**config.mk**
```make
export PLATFORM = sky130hd
export DESIGN_NAME = mult_acc_unit_flat
export DESIGN_NICKNAME = d
export VERILOG_FILES = /design/src/rtl/mult_acc_if.sv /design/src/rtl/mult_acc_unit.sv /design/src/flat_wrapper.sv
export SDC_FILE = /design/constraint.sdc
export NUM_CORES = 1
export LEC_CHECK = 0
export ABC_CLOCK_PERIOD_IN_PS = 4900
export BUFFER_PORTS_ARGS = -buffer_cell sky130_fd_sc_hd__buf_4
export CORE_ASPECT_RATIO = 0.7
export CORE_MARGIN = 1.5
export CORE_UTILIZATION = 55
export DETAILED_ROUTE_END_ITERATION = 12
export PLACE_DENSITY = 0.89
export SLEW_MARGIN = 15
export SYNTH_ARGS = -nofsm -noshare
export SYNTH_HDL_FRONTEND = slang
export SYNTH_SLANG_ARGS = --single-unit
export TNS_END_PERCENT = 20
```
**constraint.sdc**
```tcl
create_clock -name clk -period 4.9 [get_ports clk]
set_input_delay 0.98 -clock clk [delete_from_list [all_inputs] [get_ports clk]]
set_output_delay 0.98 -clock clk [all_outputs]
set_load 0.03 [all_outputs]
```
**src/rtl/mult_acc_if.sv**
```systemverilog
`default_nettype none
// ============================================================================
// mult_acc_if : request/response bundle for mult_acc_unit      Rev 1.0
// ============================================================================
interface mult_acc_if #(
  parameter int WIDTH = 32
);
  logic             start;
  logic [2:0]       op;
  logic [WIDTH-1:0] a;
  logic [WIDTH-1:0] b;
  logic             ready;
  logic             done;
  logic             err;
  logic [WIDTH-1:0] result;
  logic [WIDTH-1:0] hi;
  logic [WIDTH-1:0] lo;

  modport master (
    output start, op, a, b,
    input  ready, done, err, result, hi, lo
  );

  modport slave (
    input  start, op, a, b,
    output ready, done, err, result, hi, lo
  );
endinterface
`default_nettype wire

```
**src/rtl/mult_acc_unit.sv**
```systemverilog
`default_nettype none
// ============================================================================
// mult_acc_unit : iterative shift-add multiplier with HI:LO accumulator.
// Define MULT_ACC_MSUB_EN to enable MSUB/MSUBU.                 Rev 1.0
// ============================================================================
module mult_acc_unit #(
  parameter int WIDTH = 32
) (
  input  wire logic clk,
  input  wire logic rst_n,
  mult_acc_if.slave bus
);

  localparam int            CW       = $clog2(WIDTH);
  localparam logic [CW-1:0] CNT_LAST = CW'(WIDTH - 1);

  localparam logic [2:0] OP_MUL    = 3'b000;
  localparam logic [2:0] OP_MULT   = 3'b001;
  localparam logic [2:0] OP_MULTU  = 3'b010;
  localparam logic [2:0] OP_MADD   = 3'b011;
  localparam logic [2:0] OP_MADDU  = 3'b100;
  localparam logic [2:0] OP_MSUB   = 3'b101;
  localparam logic [2:0] OP_MSUBU  = 3'b110;
  localparam logic [2:0] OP_CLRACC = 3'b111;

`ifdef MULT_ACC_MSUB_EN
  localparam bit MSUB_EN = 1'b1;
`else
  localparam bit MSUB_EN = 1'b0;
`endif

  typedef enum logic [1:0] {
    IDLE = 2'd0,
    CALC = 2'd1,
    ACC  = 2'd2,
    DONE = 2'd3
  } state_t;

  state_t               state;
  state_t               state_nxt;
  logic [2:0]           op_q;
  logic                 neg_q;
  logic                 err_q;
  logic [WIDTH-1:0]     mcand_q;
  logic [2*WIDTH-1:0]   prod_q;
  logic [CW-1:0]        cnt_q;
  logic [WIDTH-1:0]     result_q;
  logic [WIDTH-1:0]     hi_q;
  logic [WIDTH-1:0]     lo_q;

  logic                 in_signed;
  logic                 in_legal;
  logic                 in_mul;
  logic [WIDTH-1:0]     a_mag;
  logic [WIDTH-1:0]     b_mag;
  logic [WIDTH:0]       w_sum;
  logic [2*WIDTH-1:0]   w_prod;
  logic [2*WIDTH-1:0]   w_acc;

  always_comb begin
    in_signed = (bus.op == OP_MUL) || (bus.op == OP_MULT) ||
                (bus.op == OP_MADD) || (bus.op == OP_MSUB);
    in_legal  = MSUB_EN || !((bus.op == OP_MSUB) || (bus.op == OP_MSUBU));
    in_mul    = in_legal && (bus.op != OP_CLRACC);
  end

  // A W-bit unsigned magnitude covers -2^(W-1): its negation reads back as 2^(W-1).
  assign a_mag  = (in_signed && bus.a[WIDTH-1]) ? -bus.a : bus.a;
  assign b_mag  = (in_signed && bus.b[WIDTH-1]) ? -bus.b : bus.b;
  assign w_sum  = {1'b0, prod_q[2*WIDTH-1:WIDTH]} +
                  {1'b0, (prod_q[0] ? mcand_q : {WIDTH{1'b0}})};
  assign w_prod = neg_q ? -prod_q : prod_q;
  assign w_acc  = {hi_q, lo_q};

  assign bus.result = result_q;
  assign bus.hi     = hi_q;
  assign bus.lo     = lo_q;

  always_comb begin
    state_nxt = state;
    bus.ready = 1'b0;
    bus.done  = 1'b0;
    bus.err   = 1'b0;
    case (state)
      IDLE: begin
        bus.ready = 1'b1;
        if (bus.start) state_nxt = in_mul ? CALC : DONE;
      end
      CALC: if (cnt_q == CNT_LAST) state_nxt = ACC;
      ACC:  state_nxt = DONE;
      DONE: begin
        bus.done  = 1'b1;
        bus.err   = err_q;
        state_nxt = IDLE;
      end
      default: state_nxt = IDLE;
    endcase
  end

  always_ff @(posedge clk) begin
    if (!rst_n) begin
      state    <= IDLE;
      op_q     <= 3'b000;
      neg_q    <= 1'b0;
      err_q    <= 1'b0;
      mcand_q  <= '0;
      prod_q   <= '0;
      cnt_q    <= '0;
      result_q <= '0;
      hi_q     <= '0;
      lo_q     <= '0;
    end else begin
      state <= state_nxt;
      case (state)
        IDLE: if (bus.start) begin
          op_q    <= bus.op;
          neg_q   <= in_signed && (bus.a[WIDTH-1] ^ bus.b[WIDTH-1]);
          err_q   <= !in_legal;
          mcand_q <= a_mag;
          prod_q  <= {{WIDTH{1'b0}}, b_mag};
          cnt_q   <= '0;
          if (bus.op == OP_CLRACC) begin
            hi_q <= '0;
            lo_q <= '0;
          end
        end
        // Upper half accumulates while the multiplier drains out of the lower half.
        CALC: begin
          prod_q <= {w_sum, prod_q[WIDTH-1:1]};
          cnt_q  <= cnt_q + CW'(1);
        end
        ACC: begin
          result_q <= w_prod[WIDTH-1:0];
          case (op_q)
            OP_MULT, OP_MULTU: {hi_q, lo_q} <= w_prod;
            OP_MADD, OP_MADDU: {hi_q, lo_q} <= w_acc + w_prod;
`ifdef MULT_ACC_MSUB_EN
            OP_MSUB, OP_MSUBU: {hi_q, lo_q} <= w_acc - w_prod;
`endif
            default: ;
          endcase
        end
        default: ;
      endcase
    end
  end

endmodule
`default_nettype wire

```
**src/flat_wrapper.sv**
```systemverilog
// flat-port wrapper written by rule: the top's interface ports become plain ports
module mult_acc_unit_flat 
#(
  parameter int WIDTH = 32
)
  (clk, rst_n, bus_start, bus_op, bus_a, bus_b, bus_ready, bus_done, bus_err, bus_result, bus_hi, bus_lo);
  mult_acc_if #(.WIDTH(WIDTH)) bus_i ();
  input  wire logic clk;
  input  wire logic rst_n;
  input wire logic [$bits(bus_i.start)-1:0] bus_start;
  input wire logic [$bits(bus_i.op)-1:0] bus_op;
  input wire logic [$bits(bus_i.a)-1:0] bus_a;
  input wire logic [$bits(bus_i.b)-1:0] bus_b;
  output wire logic [$bits(bus_i.ready)-1:0] bus_ready;
  output wire logic [$bits(bus_i.done)-1:0] bus_done;
  output wire logic [$bits(bus_i.err)-1:0] bus_err;
  output wire logic [$bits(bus_i.result)-1:0] bus_result;
  output wire logic [$bits(bus_i.hi)-1:0] bus_hi;
  output wire logic [$bits(bus_i.lo)-1:0] bus_lo;
  assign bus_i.start = bus_start;
  assign bus_i.op = bus_op;
  assign bus_i.a = bus_a;
  assign bus_i.b = bus_b;
  assign bus_ready = bus_i.ready;
  assign bus_done = bus_i.done;
  assign bus_err = bus_i.err;
  assign bus_result = bus_i.result;
  assign bus_hi = bus_i.hi;
  assign bus_lo = bus_i.lo;
  mult_acc_unit #(.WIDTH(WIDTH)) u_core (.clk(clk), .rst_n(rst_n), .bus(bus_i));
endmodule
```
==> After elaboration in Yosys (flattened, before gate mapping) <==
Index checks and enable logic that the tools add are counted.
{ "totals": {"wordCells": 75, "memories": 0, "ff_bits": 204, "romBits": 0, "mem_bits_rw": 0, "in_bits": 70, "latch_bits": 0, "output_inout_bits": 99} }
{ "op_classes": {"div_mod_pow": 0, "add_sub_neg": 6, "n_mul": 0, "n_reduce_logical": 19, "order_cmp": 0, "mux": 21, "bitwise": 1, "n_shift": 0, "n_eq_ne": 18} }
{ "op_table": {"columns": ["cell", "n"], "rows": [
  ["$pmux W32 S2", 4],
  ["$mux W32", 5],
  ["$mux W64", 2],
  ["$pmux W64 S2", 1],
  ["$add A64 B64 Y64", 1],
  ["$neg A32 Y32", 2],
  ["$neg A64 Y64", 1],
  ["$add A32 B32 Y33", 1],
  ["$eq A3 B3 Y1 const B", 4],
  ["$pmux W5 S2", 1],
  ["$eq A3 B2 Y1 const B", 3],
  ["$pmux W2 S4", 1],
  ["$eq A3 B1 Y1 const B", 2],
  ["$mux W2", 3],
  ["$ne A3 B3 Y1 const B", 2],
  ["$reduce_and A2 Y1", 3],
  ["$add A5 B1 Y5 const B", 1],
  ["$eq A5 B5 Y1 const B", 1],
  ["$mux W5", 1],
  ["$eq A2 B2 Y1 const B", 2],
  ["$logic_and A1 B1 Y1", 4],
  ["$logic_or A1 B1 Y1", 4],
  ["$ne A2 B1 Y1 const B", 2],
  ["$reduce_and A4 Y1", 1],
  ["other kinds (9)", 13]
]} }

==> Logic depth before layout (Yosys ltp) <==
Gate-level depths: netlist of run 1.
{ "depth": {"ltp_word": 8, "depth_mapped": 21, "mapped_depth_nobuf": 20} }

==> Worst setup path before layout of run 1 <==
OpenSTA, ideal clock, no wires.
{ "synth_timing": {"kind": "register to register", "start": "register u_core.prod_q[2]", "end": "register u_core.hi_q[30] (netlist: u_core.bus.hi[30])", "path_stages_with_launch": 17, "setup_ns": 0.117, "arrival_time_ns": 4.775, "period_less_slack_ns": 4.892, "path_buffers": 1, "path_slack_ns": 0.008, "required_time_ns": 4.783, "cell_sequence": "dfxtp_1 > or4_1 > or3_1 > nor3_1 > nand2_1 > o41ai_1 > xnor2_1 > ha_1 > clkbuf_1 > nand4_1 > or4_1 > nor4_1 > a21oi_1 > o2111ai_1 > nand2_1 > or4b_2 > a32o_1"} }
{ "synth_via": {"elab_chain_cells": 5} }
{ "synth_lines": {"columns": ["item", "line", "rtl"], "rows": [
  ["start, declared", "mult_acc_unit.sv:45", "logic [2*WIDTH-1:0] prod_q;"],
  ["start signal, assigned", "mult_acc_unit.sv:120", "prod_q <= {{WIDTH{1'b0}}, b_mag};"],
  ["start signal, assigned", "mult_acc_unit.sv:129", "prod_q <= {w_sum, prod_q[WIDTH-1:1]};"],
  ["$neg A64 Y64", "mult_acc_unit.sv:72", "assign w_prod = neg_q ? -prod_q : prod_q;"],
  ["$mux W64", "mult_acc_unit.sv:72", null],
  ["named net u_core.w_prod[27]", "mult_acc_unit.sv:57", "logic [2*WIDTH-1:0] w_prod;"],
  ["$add A64 B64 Y64", "mult_acc_unit.sv:136", "OP_MADD, OP_MADDU: {hi_q, lo_q} <= w_acc + w_prod;"],
  ["$pmux W32 S2", "mult_acc_unit.sv:134", "case (op_q)"],
  ["$pmux W32 S2", "mult_acc_unit.sv:114", "case (state)"],
  ["end signal, assigned", "mult_acc_unit.sv:135", "OP_MULT, OP_MULTU: {hi_q, lo_q} <= w_prod;"],
  ["end signal, assigned", "mult_acc_unit.sv:136", null],
  ["end, declared", "mult_acc_unit.sv:48", "logic [WIDTH-1:0] hi_q;"]
]} }
The timed path passes the listed nets, and every way through them passes these cells.
A chain may end at the register's enable or synchronous reset.

==> Final worst setup path of run 1 <==
{ "layout_timing": {"start": "register u_core.prod_q[2]", "end": "register u_core.hi_q[6] (netlist: u_core.bus.hi[6])"} }
The elaborated chain is that of the path after synthesis.

==> flow_summary.yaml, run 1 <==
timing:
  maxSlewViolCount: 0
  hold_violations: 0
  relSlewSlack_pct: 24.6
  worstMarginPinSlew_ns: 1.13
  post-route-min-period_ns: 5.07
  grt_setup_unrepaired: "true"
  fin_ws_ns: -0.172
  finalSetupViolations: 16
  fin_skew_ns: 0.0153
  max_clock_freq_ghz: 0.197
  finalCritPeriodShare_pct: 104
  fin_tns_setup_ns: -1.40
finish:
  most-common-layout-cells: "buf_4 (393), nand2_1 (250), nor2_1 (212)"
  register_area_um2: 4090
  nets: 2623
  drive_above_1_share_pct: 23.0
  syn2layout_area_growth_pct: 28.8
  final_cells: 2825
  fin_util_pct: 72.9
  stdcell_area_um2: 20500
  multiInputGateArea_um2: 11900
  n_fill_cell: 2096
  layout_commonest_cell: "buf_4"
pwr:
  irDropWorstVdd_mv: 0.335
  power.leakage_nw: 9.10
  p_sw_share_pct: 44.7
  clockPowerShare_pct: 20.2
  p_int_mw: 4.71
  p_per_area_nw_per_um2: 416
  combPwrFrac_pct: 53.9
  fin_total_pwr_mw: 8.50
  power_frac_seq_pct: 25.9
  switchingPower_mw: 3.80
routing:
  drc: 0
  dr_wl_met2_um: 23200
  top_layer: "met4"
  drt-met1-wl_um: 26100
  vias: 18000
  drt_wl_total_um: 58600
  drt_iter0_markers: 2745
  dr_wl_met3_um: 7900
  viasPerCell: 6.37
  ant_nets: 0
  wl_per_cell_um: 20.7
  firstDrtPassIters: 6
flow_run:
  maxCapViolations: 0
die:
  fp-row-count: 51
  initial_core_util_pct: 56.6
  io_pins: 169
  die_h_um: 145
  die_x_um: 206
  fp.coreArea_um2: 28100
  die_area_um2: 29900
clocking:
  clkTransAtPathRegs_ns: 0.06
  cts-buffers-inserted: 23
  cts_tree: "done"
  hold_buffers: 0
  ctsHtreeMaxLevel: 1
  clock_path_buffers: 3
  cts.sinks: 204
  cts_root_buf: "clkbuf_16"
  clk_latency_ns: 0.54
synth:
  synth.area.top_cells: "dfxtp_1 (26%), ha_1 (8.8%), xnor2_1 (6.6%)"
  synth_flop_cell: "dfxtp_1"
  synth_top_cell_by_area: "dfxtp_1"
  ys_types: 79
  syn_area_per_cell_um2: 7.47
  synth-seq-cells: 204
  ys_warn_count: 0
  synth_edf_count: 0
  syn_nets: 2311
  syn_inst: 2127
  synth_top_area_share_pct: 25.7
  synth_area_um2: 15900
  synthArstFlopShare_pct: 0
  yosysSeqAreaShare_pct: 25.7
placed_design:
  port-buffer-count: 168
  dp_hpwl_um: 42600
  gp_congestion: 0.992
  placed_area_um2: 18800
  place.detailed.instances: 2765
global_routing:
  grt_overflow: 0
  grtUsageTotal_pct: 36.4
  grt_pass1_wl_um: 87300
  antenna_found_initial: 0
  grt_pass1_vias: 15700
  grt_max_degree: 92
hold_path:
  min_delay_path_depth: 2
  hold_class: "flop to flop"
critical_path:
  ff2ff_path_depth: 24
  path_class: "flop to flop"
  crit_path_max_fanout: 5
  arrival_ns: 5.48
  cp.required_ns: 5.31
  path_cells: "or4_1 > or3_4 > nor3_1 > buf_4 > nand2_1 > o41ai_2 > xor2_1 > buf_4 > inv_1 > ha_1 > buf_4 > a21oi_2 > o21bai_1 > a21oi_2 > buf_4 > nor4_2 > a21oi_1 > o2111ai_2 > nand2_2 > buf_4 > xnor2_1 > a222oi_1 > buf_4 > nor2_1"
  critical-path-max-stage-delay_ns: 0.57
  path_common_cell: "buf_4"
  endpoint_kind: "flop"
  cpMaxStageDelayCell: "or4_1"
  worst_setup_path_start_kind: "flop"
outcome:
  violations: "negative setup slack"
  status: "complete, but fails checks"
flip-flops by register name, summed over array words and instances (netlist names):
register and count:
u_core.bus.hi 32, u_core.mcand_q 32, u_core.neg_q 1, u_core.bus.lo 32
u_core.op_q 3, u_core.cnt_q 5, u_core.err_q 1, u_core.prod_q 64
u_core.state 2, u_core.bus.result 32
kinds of logic (layout without fill, tap and decap cells):
group / after synthesis / count (layout) / share of synthesized area [%]
AOI/OAI and AO/OA: 691 / 691 / 28.0
xor gates and xnor gates: 196 / 196 / 10.8
adders and majority gates: 114 / 114 / 9.07
buffers and inverters: 176 / 502 / 4.16
DFF: 204 / 204 / 25.7
muxes: 7 / 7 / 0.449
other: 0 / 1 / 0
and+or+nand+nor: 739 / 739 / 21.8
timing repair:
| action | CTS | global route |
|---|---|---|
| buffers inserted | 11 | 10 |
| pin swaps | 16 | 45 |
| setup endpoints to repair | 20 | 32 |
| gates resized for setup | 56 | 94 |
power by group through the flow:
stage               combinational [mW]  clock [mW]  sequential (mW)
floorplan                         2.19           0             2.37
detailed placement                4.07           0             2.20
global placement                  3.98           0             2.18
CTS                               4.21        1.72             2.18
finish                            4.59        1.72             2.20
global route                      4.87        1.79             2.22
path summary, 6_finish.rpt:
kind,startpoint,slack [ns],to
setup reg to reg,u_core.prod_q[2]$_SDFFE_PN0P_,-0.17,u_core.bus.hi[6]$_SDFFE_PN0P_
hold / removal,u_core.mcand_q[30]$_SDFFE_PN0P_,0.45,u_core.mcand_q[30]$_SDFFE_PN0P_
hold reg to reg,u_core.mcand_q[30]$_SDFFE_PN0P_,0.45,u_core.mcand_q[30]$_SDFFE_PN0P_
setup / recovery,u_core.prod_q[2]$_SDFFE_PN0P_,-0.17,u_core.bus.hi[6]$_SDFFE_PN0P_
layer usage:
metal	up-vias	GRT usage, %
met1	8338	57.2
met3	129	8.67
met2	1196	49.4
met4	0	7.07
li1	8334	-
met5	-	0
cells in the mapped netlist (3+ instances only):
| library cell | number |
|---|---|
| a21o_1 | 59 |
| o21ai_1 | 5 |
| ha_1 | 112 |
| nand3b_1 | 4 |
| o41ai_1 | 16 |
| buf_1 | 5 |
| o211ai_1 | 8 |
| nand3_1 | 36 |
| or4_1 | 16 |
| o31ai_1 | 34 |
| o31ai_2 | 4 |
| nand2b_1 | 19 |
| a2111oi_0 | 3 |
| xnor2_1 | 119 |
| o22ai_1 | 8 |
| nor3b_1 | 5 |
| and2_1 | 40 |
| a211oi_1 | 49 |
| xor2_1 | 77 |
| a21boi_0 | 4 |
| a221o_1 | 3 |
| or3_1 | 20 |
| dfxtp_1 | 204 |
| a22oi_1 | 56 |
| nor3_1 | 37 |
| o21bai_1 | 15 |
| nor4_1 | 14 |
| and3_1 | 13 |
| a31oi_1 | 18 |
| nand2_1 | 254 |
| inv_1 | 68 |
| a311oi_1 | 10 |
| o221ai_1 | 3 |
| o21ai_0 | 171 |
| a21oi_1 | 174 |
| mux2i_1 | 6 |
| o21a_1 | 11 |
| clkbuf_1 | 102 |
| nor2b_1 | 18 |
| a222oi_1 | 17 |
| nand4_1 | 25 |
| nor2_1 | 217 |
final cells by class:
class                      count  area share [%]
timing repair buffer         394            14.5
clock inverter                 6           0.355
inverter                      69            1.29
multi-input combinational   1747            58.4
tap                          371            2.27
clock buffer                  33            3.19
antenna                        1          0.0122
sequential                   204            20.0
worst max-delay path: cells and delay by family, from the launching register on:
kind,cells,cell delay (ns)
fa+ha+maj,1,0.30
buf+inv,7,1.05
simple gates,7,1.49
xor+xnor,2,0.30
compound gates,7,1.49
flops,1,0.31
per-stage QoR:
step | hold slack (ns) | worst slack (ns)
floorplan | 0.427 | 0.00805
global placement | 0.438 | -0.151
detailed placement | 0.443 | -0.255
CTS | 0.451 | -0.0143
global route | 0.459 | -0.269
finish | 0.453 | -0.172
No activity file was read; power rests on OpenSTA's default activity.
==> run 2, diff against run 1 <==
--- a/config.mk
+++ b/config.mk
@@ -5,11 +5,12 @@
 export SDC_FILE = /design/constraint.sdc
 export NUM_CORES = 1
 export LEC_CHECK = 0
+export ABC_AREA = 1
 export ABC_CLOCK_PERIOD_IN_PS = 4900
 export BUFFER_PORTS_ARGS = -buffer_cell sky130_fd_sc_hd__buf_4
 export CORE_ASPECT_RATIO = 0.7
 export CORE_MARGIN = 1.5
-export CORE_UTILIZATION = 55
+export CORE_UTILIZATION = 56
 export DETAILED_ROUTE_END_ITERATION = 12
 export PLACE_DENSITY = 0.89
 export SLEW_MARGIN = 15
==> run 2 against run 1 <==
Effect of this change:
- the run now ends clean
- synthesized cell count increased by 66%
- sequential power increased by 5%
- total power increased by 21%
- wire length increased by 22%
- maximum frequency increased by 25%
- combinational power increased by 29%
- area after synthesis increased by 26%
==> flow_summary.yaml, run 2 <==
outcome:
  status: "complete, no violations"
global_routing:
  antenna_found_initial: 0
  grt_overflow: 0
  grt_pass1_wl_um: 111000
  grtUsageTotal_pct: 37.5
  grt_max_degree: 86
  grt_pass1_vias: 20700
clocking:
  cts_resized: 0
  cts.sinks: 204
  hold_buffers: 0
  cts_tree: "done"
  clk_latency_ns: 0.58
  clkTransAtPathRegs_ns: 0.06
  cts_setup_buffers: 0
  ctsHtreeMaxLevel: 1
  cts-buffers-inserted: 25
  clock_path_buffers: 3
  cts_root_buf: "clkbuf_16"
critical_path:
  cpMaxStageDelayCell: "ha_1"
  ff2ff_path_depth: 23
  endpoint_kind: "flop"
  path_class: "flop to flop"
  r2r-start: "u_core.prod_q[1]$_SDFFE_PN0P_"
  endpoint: "u_core.bus.hi[28]$_SDFFE_PN0P_"
  r2r_slack_ns: 0.84
  path_cells: "inv_1 > ha_1 > nand2_2 > inv_2 > nand2_1 > nor3_1 > nand2_1 > xor2_1 > nand2_1 > nand2_1 > inv_1 > ha_1 > nand2_1 > nor2_1 > inv_1 > nor2_1 > nand2_1 > nor3_1 > nand2_1 > nand3_1 > nand3_1 > nand2_1 > a21oi_2"
  path_depth: 23
  critPathBufInv: 4
  critical-path-max-stage-delay_ns: 0.48
  startpoint: "u_core.prod_q[1]$_SDFFE_PN0P_"
  arrival_ns: 4.49
  reg2reg_to: "u_core.bus.hi[28]$_SDFFE_PN0P_"
  cp.required_ns: 5.33
  crit_path_max_fanout: 5
  path_common_cell: "nand2_1"
  worst_setup_path_start_kind: "flop"
  path_delay_family: "simple AND/OR/NAND/NOR gates"
synth:
  yosysMostFrequentCell: "nand2_1"
  synth-seq-cells: 204
  synth.area.top_cells: "dfxtp_1 (20%), nand2_1 (19%), inv_1 (10%)"
  ys_warn_count: 0
  syn_inst: 3538
  syn_nets: 3722
  synth_edf_count: 0
  synth_top_area_share_pct: 20.5
  synth_common_cells: "nand2_1 (1016), inv_1 (529), nor2_1 (415), a21oi_1 (342), nand3_1 (236)"
  yosysSeqAreaShare_pct: 20.5
  syn_area_per_cell_um2: 5.64
  synth_top_cell_by_area: "dfxtp_1"
  ys_types: 55
  synth_flop_cell: "dfxtp_1"
  synthArstFlopShare_pct: 0
  synth_area_um2: 19900
timing:
  fin_ws_ns: 0.838
  hold_violations: 0
  finalSetupViolations: 0
  grt_setup_unrepaired: "false"
  post-route-min-period_ns: 4.06
  worstMarginPinSlew_ns: 1.10
  max_clock_freq_ghz: 0.246
  fin_tns_setup_ns: 0
  maxSlewViolCount: 0
  finalCritPeriodShare_pct: 82.9
  relSlewSlack_pct: 26.7
  worst_hold_slack_ns: 0.478
  fin_skew_ns: 0.0254
finish:
  nets: 3835
  largest_register_ffs: 64
  fin_util_pct: 64.4
  n_fill_cell: 3386
  multiInputGateArea_um2: 13400
  syn2layout_area_growth_pct: 12.6
  register_area_um2: 4090
  final_cells: 4142
  insertedDiodeCount: 0
  drive_above_1_share_pct: 9.24
  top_register: "u_core.prod_q"
  most-common-layout-cells: "nand2_1 (1016), inv_1 (528), nor2_1 (415)"
  layout_commonest_cell: "nand2_1"
  stdcell_area_um2: 22500
routing:
  viasPerCell: 5.69
  ant_nets: 0
  drt_wl_total_um: 71200
  vias: 23600
  wl_per_cell_um: 17.2
  drc: 0
  drt_iter0_markers: 3225
  firstDrtPassIters: 6
placed_design:
  placed_area_um2: 21600
  port-buffer-count: 168
  gp_congestion: 1.08
  dp_hpwl_um: 55300
  dpl_worst_slack_ns: 1.13
  place.detailed.instances: 4096
die:
  fp-row-count: 57
  initial_core_util_pct: 57.2
  fp.coreArea_um2: 34900
  die_area_um2: 36800
  die_x_um: 229
  io_pins: 169
  die_h_um: 161
pwr:
  p_per_area_nw_per_um2: 458
  p_int_mw: 4.95
  power_frac_seq_pct: 22.4
  fin_total_pwr_mw: 10.3
  p_sw_share_pct: 51.9
  irDropWorstVdd_mv: 0.383
  switchingPower_mw: 5.35
  combPwrFrac_pct: 57.7
  clockPowerShare_pct: 19.9
  power.leakage_nw: 11.3
flow_run:
  maxCapViolations: 0
hold_path:
  hold_class: "flop to flop"
==> run 2: cell count changes in the layout (fill, tap and decap cells not counted), sizes merged, moves of 47 or more <==
cell    delta
xnor2    -105
a21oi    +178
inv      +475
nor2     +227
a22oi     -56
nand3    +203
a21o      -49
a211oi    -48
buf      -204
nand2    +776
o21ai     +47
==> run 2: power groups by stage <==
stage	clock, mW	combinational, mW	sequential (mW)
after floorplan	0	3.77	2.52
after global placement	0	5.63	2.31
after detailed placement	0	5.68	2.33
after CTS	2.05	5.72	2.30
after global routing	2.12	6.45	2.35
final	2.05	5.94	2.31
==> run 2: worst min-delay path by stage <==
stage	from	to	slack, ns	cells after the start
CTS	u_core.cnt_q[4]$_SDFFE_PN0P_	u_core.cnt_q[4]$_SDFFE_PN0P_	0.48	2
floorplan	u_core.cnt_q[4]$_SDFFE_PN0P_	u_core.cnt_q[4]$_SDFFE_PN0P_	0.45	2
global placement	u_core.cnt_q[4]$_SDFFE_PN0P_	u_core.cnt_q[4]$_SDFFE_PN0P_	0.46	2
finish	u_core.cnt_q[4]$_SDFFE_PN0P_	u_core.cnt_q[4]$_SDFFE_PN0P_	0.48	2
detailed placement	u_core.cnt_q[4]$_SDFFE_PN0P_	u_core.cnt_q[4]$_SDFFE_PN0P_	0.47	2
global route	u_core.bus.result[6]$_SDFFE_PN0P_	u_core.bus.result[6]$_SDFFE_PN0P_	0.50	2
==> run 2: tightest hold or removal path: cells and delay by family, from the launching register on <==
| family | cells | cell delay, ns |
|---|---|---|
| compound gates | 1 | 0.05 |
| flops | 1 | 0.31 |
| simple gates | 1 | 0.07 |
==> run 2: logic make-up (layout without fill, tap and decap cells) <==
family                     after synthesis  after routing  synth area share (%)
AOI/OAI and AO/OA                      683            683                  18.8
xor gates and xnor gates                74             74                  3.40
adders and majority gates              114            114                  7.23
buffers and inverters                  648            780                  12.5
DFF                                    204            204                  20.5
and+or+nand+nor                       1815           1815                  37.6
==> run 2: per-layer routing <==
metal | part of all wire [%] | wire length, um | GRT usage (%)
met5 | 0.10 | 72 | 1.43
met1 | 44 | 31200 | 53.3
met2 | 40 | 28100 | 54.7
met3 | 13 | 9610 | 10.5
met4 | 3.1 | 2200 | 10.4
==> run 2: area by class of cell <==
| type | instances | area share, % |
|---|---|---|
| Clock buffer | 32 | 3.21 |
| Clock inverter | 14 | 0.797 |
| Inverter | 544 | 9.11 |
| Multi-Input combinational cell | 2686 | 59.6 |
| Sequential cell | 204 | 18.2 |
| Tap cell | 472 | 2.63 |
| Timing Repair Buffer | 190 | 6.41 |
